--- src/rtl/serializer_pkg.sv ---
// Shared types and helpers for serializer_param: FSM state encoding,
// word-length decode and length legality check.
package serializer_pkg;

  typedef enum logic [1:0] {
    IDLE   = 2'd0,
    SHIFT  = 2'd1,
    PARITY = 2'd2
  } state_t;

  // A length field of 0 stands for a full-width word.
  function automatic int decode_len(input int mod, input int data_w);
    return (mod == 0) ? data_w : mod;
  endfunction

  // Words shorter than min_len are rejected instead of serialized.
  function automatic logic is_legal_len(input int len, input int min_len);
    return (len >= min_len);
  endfunction

endpackage

--- src/rtl/serializer_param.sv ---
// Parametrised parallel-to-serial converter with a valid/ready input,
// programmable word length and per-word bit order. Back-to-back words
// stream with no idle cycle between them.
// Optional: define SERIALIZER_PARITY_EN to append an even-parity bit to
// every word (sent in state PARITY, which then carries ser_last_o).
module serializer_param
  import serializer_pkg::*;
#(
  parameter int DATA_W  = 16,
  parameter int MOD_W   = $clog2(DATA_W),
  parameter int MIN_LEN = 3
) (
  input  logic              clk_i,
  input  logic              arstn_i,
  input  logic [DATA_W-1:0] data_i,
  input  logic [MOD_W-1:0]  data_mod_i,
  input  logic              msb_first_i,
  input  logic              data_val_i,
  output logic              data_rdy_o,
  output logic              ser_data_o,
  output logic              ser_data_val_o,
  output logic              ser_last_o,
  output logic              busy_o,
  output logic              drop_o
);

  localparam int CNT_W = MOD_W + 1;

  state_t              state_q, state_d;
  logic [DATA_W-1:0]   shreg_q, shreg_d;
  logic [CNT_W-1:0]    cnt_q, cnt_d;
  logic                msb_q, msb_d;
  logic                ser_data_q, ser_data_d;
  logic                ser_val_q, ser_val_d;
  logic                ser_last_q, ser_last_d;
  logic                drop_q, drop_d;
`ifdef SERIALIZER_PARITY_EN
  logic                par_q, par_d;
`endif

  logic [CNT_W-1:0]    len;
  logic                legal;
  logic                accept;
  logic                first_bit;
  logic                next_bit;
  logic                finish;

  assign len       = CNT_W'(decode_len(32'(data_mod_i), DATA_W));
  assign legal     = is_legal_len(32'(len), MIN_LEN);
  assign accept    = data_val_i & data_rdy_o;
  assign first_bit = msb_first_i ? data_i[DATA_W-1] : data_i[0];
  assign next_bit  = msb_q ? shreg_q[DATA_W-1] : shreg_q[0];

  // Next-state: shift the current word, close it out, then let a new
  // accept (only possible in IDLE or on the final bit) override the close.
  always_comb begin
    state_d    = state_q;
    shreg_d    = shreg_q;
    cnt_d      = cnt_q;
    msb_d      = msb_q;
    ser_data_d = ser_data_q;
    ser_val_d  = ser_val_q;
    ser_last_d = ser_last_q;
    drop_d     = 1'b0;
    finish     = 1'b0;
`ifdef SERIALIZER_PARITY_EN
    par_d      = par_q;
`endif

    case (state_q)
      IDLE: ;
      SHIFT: begin
        if (cnt_q != '0) begin
          ser_data_d = next_bit;
          shreg_d    = msb_q ? (shreg_q << 1) : (shreg_q >> 1);
          cnt_d      = cnt_q - CNT_W'(1);
`ifdef SERIALIZER_PARITY_EN
          par_d      = par_q ^ next_bit;
          ser_last_d = 1'b0;
`else
          ser_last_d = (cnt_q == CNT_W'(1));
`endif
        end else begin
`ifdef SERIALIZER_PARITY_EN
          state_d    = PARITY;
          ser_data_d = par_q;
          ser_last_d = 1'b1;
`else
          finish     = 1'b1;
`endif
        end
      end
      default: finish = 1'b1;
    endcase

    if (finish) begin
      state_d    = IDLE;
      ser_data_d = 1'b0;
      ser_val_d  = 1'b0;
      ser_last_d = 1'b0;
    end

    if (accept) begin
      if (legal) begin
        state_d    = SHIFT;
        msb_d      = msb_first_i;
        shreg_d    = msb_first_i ? (data_i << 1) : (data_i >> 1);
        cnt_d      = len - CNT_W'(1);
        ser_data_d = first_bit;
        ser_val_d  = 1'b1;
`ifdef SERIALIZER_PARITY_EN
        par_d      = first_bit;
        ser_last_d = 1'b0;
`else
        ser_last_d = (len == CNT_W'(1));
`endif
      end else begin
        drop_d = 1'b1;
      end
    end
  end

  // State and registered outputs; reset discards any word in flight.
  always_ff @(posedge clk_i or negedge arstn_i) begin
    if (!arstn_i) begin
      state_q    <= IDLE;
      shreg_q    <= '0;
      cnt_q      <= '0;
      msb_q      <= 1'b0;
      ser_data_q <= 1'b0;
      ser_val_q  <= 1'b0;
      ser_last_q <= 1'b0;
      drop_q     <= 1'b0;
`ifdef SERIALIZER_PARITY_EN
      par_q      <= 1'b0;
`endif
    end else begin
      state_q    <= state_d;
      shreg_q    <= shreg_d;
      cnt_q      <= cnt_d;
      msb_q      <= msb_d;
      ser_data_q <= ser_data_d;
      ser_val_q  <= ser_val_d;
      ser_last_q <= ser_last_d;
      drop_q     <= drop_d;
`ifdef SERIALIZER_PARITY_EN
      par_q      <= par_d;
`endif
    end
  end

  assign data_rdy_o     = (state_q == IDLE) | ser_last_q;
  assign ser_data_o     = ser_data_q;
  assign ser_data_val_o = ser_val_q;
  assign ser_last_o     = ser_last_q;
  assign busy_o         = ser_val_q;
  assign drop_o         = drop_q;

endmodule

--- config.mk ---
export PLATFORM = sky130hd
export DESIGN_NAME = serializer_param
export DESIGN_NICKNAME = d
export VERILOG_FILES = /design/src/rtl/serializer_pkg.sv /design/src/rtl/serializer_param.sv
export SDC_FILE = /design/constraint.sdc
export NUM_CORES = 1
export LEC_CHECK = 0
export CAP_MARGIN = 20
export CORE_MARGIN = 2
export CORE_UTILIZATION = 50
export CTS_BUF_LIST = sky130_fd_sc_hd__clkbuf_16
export DETAILED_ROUTE_END_ITERATION = 10
export GPL_TIMING_DRIVEN = 1
export PLACE_DENSITY = 0.75
export REMOVE_ABC_BUFFERS = 1
export SYNTH_ARGS = -nofsm -noshare
export SYNTH_HDL_FRONTEND = slang
export SYNTH_SLANG_ARGS = --single-unit
--- constraint.sdc ---
create_clock -name clk_i -period 2.2 [get_ports clk_i]
set_clock_uncertainty 0.1 [all_clocks]
set_input_delay 0.33 -clock clk_i [delete_from_list [all_inputs] [get_ports clk_i]]
set_output_delay 0.33 -clock clk_i [all_outputs]
set_load 0.02 [all_outputs]
Word level (Yosys, flattened, before mapping)
Index checks and enable logic that the tools add are counted.
{ "word_totals": {"regBits": 28, "input_bits": 24, "output_inout_bits": 6, "wordCells": 53} }
{ "classes": {"n_addsub": 2, "magnitude_cmp": 1, "eq_ne": 3, "mux": 33, "bitwise": 2, "n_reduce_logical": 4} }
{ "ops": {"columns": ["op", "count"], "rows": [
  ["2-to-1 mux 16 bit", 6],
  ["2-to-1 mux 5 bit", 5],
  ["2-to-1 mux 1 bit", 18],
  ["equality test 5 x 1 -> 1 bit, second input constant", 2],
  ["subtractor 5 x 1 -> 5 bit, second input constant", 2],
  ["2-to-1 mux 2 bit", 3],
  [">= comparator 5 x 2 -> 1 bit, second input constant", 1],
  ["nonzero test 5 bit", 1],
  ["zero test 4 bit", 1],
  ["equality test 2 x 1 -> 1 bit, second input constant", 1],
  ["zero test 2 bit", 1],
  ["case mux 1 bit (2 select lines)", 1],
  ["AND reduction 2 bit", 1],
  ["AND 1 bit", 1],
  ["bitwise OR 1 bit", 1]
]} }

Depth between registers and ports, before layout
{ "logic_depth": {"ltp_word": 6, "depth_mapped": 7, "depth_no_buf": 6} }

Worst setup path before layout
OpenSTA, ideal clock, no wires.
{ "synth_timing": {"kind": "input-to-reg", "start": "input data_mod_i[0]", "end": "register shreg_q[1]", "setup_ns": 0.079, "t_arrival_ns": 1.760, "required_ns": 2.021, "slack_ns": 0.260, "cell_stages": 6, "n_path_buf": 1, "cell_sequence": "inv_1 ha_1 or4_4 o211ai_4 buf_6 mux2i_1"} }
{ "synth_between": {"elab_chain_len": 5} }
{ "synth_lines": {"columns": ["element", "line", "source"], "rows": [
  ["from (decl)", "serializer_param.sv:16", "input logic [MOD_W-1:0] data_mod_i,"],
  ["zero test 4 bit", "serializer_pkg.sv:13", "return (mod == 0) ? data_w : mod;"],
  ["2-to-1 mux 5 bit (*)", "serializer_pkg.sv:13", null],
  [">= comparator 5 x 2 -> 1 bit (*)", "serializer_pkg.sv:18", "return (len >= min_len);"],
  ["2-to-1 mux 16 bit (*)", "serializer_param.sv:104", "if (legal) begin"],
  ["2-to-1 mux 16 bit (*)", "serializer_param.sv:103", "if (accept) begin"],
  ["via shreg_d[1]", "serializer_param.sv:30", "logic [DATA_W-1:0] shreg_q, shreg_d;"],
  ["to (signal assigned)", "serializer_param.sv:139", "shreg_q <= shreg_d;"],
  ["to (decl)", "serializer_param.sv:30", null]
]} }
The timed path passes the listed nets; every way through them passes the cells marked *.
A chain may end at the register's enable or synchronous reset.

Worst setup path in the final report
{ "layout_timing": {"start": "register state_q[1]", "end": "output data_rdy_o"} }
{ "layout_between": {"elab_chain_len": 2} }
{ "layout_lines": {"columns": ["element", "line", "source"], "rows": [
  ["from (decl)", "serializer_param.sv:29", "state_t state_q, state_d;"],
  ["from (signal assigned)", "serializer_param.sv:138", "state_q <= state_d;"],
  ["zero test 2 bit", "serializer_param.sv:152", "assign data_rdy_o = (state_q == IDLE) | ser_last_q;"],
  ["bitwise OR 1 bit", "serializer_param.sv:152", null],
  ["to (decl)", "serializer_param.sv:19", "output logic data_rdy_o,"]
]} }
Every way passes these cells.

==> impl_metrics.csv <==
group,metric,value,unit
synthesis,synth.avg_cell_area,11.28,um^2
cells_and_area,finish.utilization,68.49,%
cells_and_area,drive_gt1_share,24.29,%
route,drtIter0Drc,58,
floorplanning,rows,22,
cells_and_area,syn2layout_area_growth,32.36,%
synthesis,seq_area_frac_synth,36.99,%
setup_path,cp-end-kind,"output pin",
synthesis,post-synth-top-area-fraction,36.99,%
floorplanning,ios,30,
floorplanning,core_region_area,3661,um^2
cells_and_area,fill_cells,257,
floorplanning,die-area,4297,um^2
clock_tree,cts_setup_buffers,0,
route,vias,1452,
timing,finalHoldViolCount,0,
clock_tree,path_clk_slew,70,ps
power,ir_drop,0.0006228,V
setup_path,rr_endpoint,"shreg_q[13]$_DFF_PN0_",
route,ant_nets,0,
route,routedWlPerCell,16.72,um
setup_path,cp.arrival,1620,ps
floorplanning,start_util,51.74,%
setup_path,crit_type,"register to output pin",
global_route,grt_pass1_wl,6.858,mm
synthesis,yosysWarnings,0,
setup_path,cp_slowest_cell,"clkdlybuf4s50_1",
timing,timing.final.crit_share,93.18,%
power,powerDensity,913.0,nW/um^2
route,first_pass_iters,4,
cells_and_area,nets,242,
setup_path,cpPeakStageDelay,650,ps
clock_tree,htree_levels,1,
setup_path,cp_data_required_time,1770,ps
clock_tree,clock_path_buffers,2,
global_route,track_usage,20.80,%
clock_tree,tritoncts,"yes",
floorplanning,die_h,65.55,um
synthesis,synth_top_area_cell,"dfrtp_1",
setup_path,crit_chain,"o21bai_2 > clkdlybuf4s50_1",
cells_and_area,final_area,2507,um^2
synthesis,yosys.cell_types.count,35,
setup_path,cp_max_fo,6,
route,routed_wl,4.313,mm
clock_tree,root_buffer,"clkbuf_16",
timing,setup_violations,0,
cells_and_area,seq_area,700.7,um^2
place,place_area,2332,um^2
power,total_power,2289,uW
cells_and_area,multi_input_area,1119,um^2
cells_and_area,antenna_cells,0,
route,remaining_drc_errors,0,
place,place.gp.congestion,0.7729,
global_route,antenna_found_initial,0,
floorplanning,die_w,65.55,um
timing,grt_setup_unrepaired,"no",
synthesis,synth_area_leaders,"dfrtp_1 37%, mux2i_1 24%, mux2_2 9.5%",
timing,post-route-min-period,2050,ps
global_route,first_global_vias,1471,
hold_path,hold_path_class,"input port to asynchronous set/reset pin",
timing,fmax,487.8,MHz
setup_path,timing.reg2reg.setup_slack,420,ps
place,io_buffer_count,29,
synthesis,synth_seq_cells,28,
place,dp_hpwl,3.028,mm
synthesis,synth_cells,168,
synthesis,synth_area,1894,um^2
job,drv_cap,0,
global_route,grt_max_degree,29,
power,power_leakage,0.001148,uW
setup_path,path_delay_family,"buffers and inverters",
route,avgViaCountPerCell,5.628,
setup_path,r2r_cells,7,
setup_path,start_kind,"register",
global_route,grt-ovfl-total,0,
timing,drv_slew,0,
clock_tree,cts_buffers,3,
clock_tree,clkSinkCount,28,
setup_path,worstReg2RegStart,"cnt_q[0]$_DFF_PN0_",
setup_path,crit_buf_inv,1,
status,status,"finished, final reports clean",
clock_tree,clk-insertion-delay-late,260,ps
==> stage by stage <==
step           setup WS, ps  std cells  hold slack (ps)  setup TNS [ps]
2_1_floorplan        -240.9        159           -65.59           -2674
3_3_place_gp         -186.6        251            420.2           -4334
3_5_place_dp         -287.0        251            437.0           -6161
4_1_cts               5.199        255            364.8               0
5_1_grt               89.69        258            385.3               0
6_report              150.0        258            347.5               0
==> worst max path at each step <==
stage	startpoint	to	slack [ps]	depth (start not counted)
after floorplan	data_mod_i[0]	ser_last_o$_DFF_PN0_	-240	6
after global placement	data_mod_i[0]	shreg_q[15]$_DFF_PN0_	-190	8
after detailed placement	data_mod_i[0]	shreg_q[13]$_DFF_PN0_	-290	7
after CTS	state_q[1]$_DFF_PN0_	data_rdy_o	5	2
after global routing	state_q[1]$_DFF_PN0_	data_rdy_o	90	2
final	state_q[1]$_DFF_PN0_	data_rdy_o	150	2
==> cell usage in the layout, fill, tap and decap left out, types with 2 or more instances in the layout <==
cell type,netlist,final
clkdlybuf4s50_1,0,27
dlymetal6s2s_1,0,2
buf_12,0,3
a31oi_1,2,2
a21oi_1,5,5
nand3b_1,4,4
inv_1,5,4
nor2_1,6,6
mux2i_1,45,45
dfrtp_1,28,28
a211oi_1,2,2
buf_4,3,11
mux2_2,16,16
and2_1,2,2
xor2_1,2,2
nor3_1,4,4
clkbuf_16,0,5
nand2_1,5,5
ha_1,7,6
o21ai_0,5,5
a21oi_2,5,5
==> report_power, final <==
group,switching (uW),internal (uW)
sequential,183,714
clock,178,363
combinational,366,486
total,727,1560
==> flip-flops by register name (all words and copies together) (netlist names) <==
register    cells
busy_o          1
drop_o          1
msb_q           1
cnt_q           5
ser_last_o      1
state_q         2
ser_data_o      1
shreg_q        16
==> metal layers <==
metal  routed length [um]  vias to the layer above  track usage, %
met1                 1900                      717           26.45
met5                    0                        -               0
li1                     -                      696               -
met3                  101                        6           2.055
met2                 2261                       33           37.63
met4                   50                        0           5.469
==> cell type report <==
cell class	instances	area share [%]
Tap cell	48	2.395
Clock inverter	1	1.198
Sequential cell	28	27.94
Inverter	5	0.7485
Clock buffer	3	2.994
Multi-Input combinational cell	126	44.61
Timing Repair Buffer	47	20.11
==> cell usage after synthesis <==
cell      number
xor2_1         2
nor4b_4        1
or4_4          1
o211ai_4       1
nor2_1         6
buf_6          2
nand3_1        1
mux2i_1       45
buf_4          3
mux2_2        16
nand2b_1       1
xnor2_1        1
inv_1          5
a21oi_1        5
o21ai_0        5
nor2_4         1
and4_1         1
o22ai_1        1
o21bai_1       2
a22oi_1        1
nand2_1        5
dfrtp_1       28
o21ba_2        1
buf_2          2
nor4_1         1
nor3_1         4
and2_1         2
buf_1          2
nand3b_1       4
nor2b_1        1
ha_1           7
conb_1         1
a21oi_2        5
a31oi_1        2
a211oi_1       2
==> kinds of logic (layout without fill, tap and decap cells) <==
group / after synthesis / after routing / share of synthesized area, %
xor gates and xnor gates: 3 / 3 / 1.387
adders and majority gates: 7 / 7 / 4.623
DFF: 28 / 28 / 36.99
buffers and inverters: 14 / 56 / 4.293
other: 1 / 1 / 0.1980
muxes: 61 / 61 / 33.29
AOI/OAI and AO/OA: 25 / 25 / 9.577
and+or+nand+nor: 29 / 29 / 9.644
==> repair_timing <==
| action | CTS | global route |
|---|---|---|
| cloned | 0 | 3 |
| pin swaps | 0 | 1 |
| resized for setup | 1 | 5 |
| hold buffers | 0 | 0 |
| setup endpoints to repair | 3 | 22 |
(Power assumes the default switching activity.)
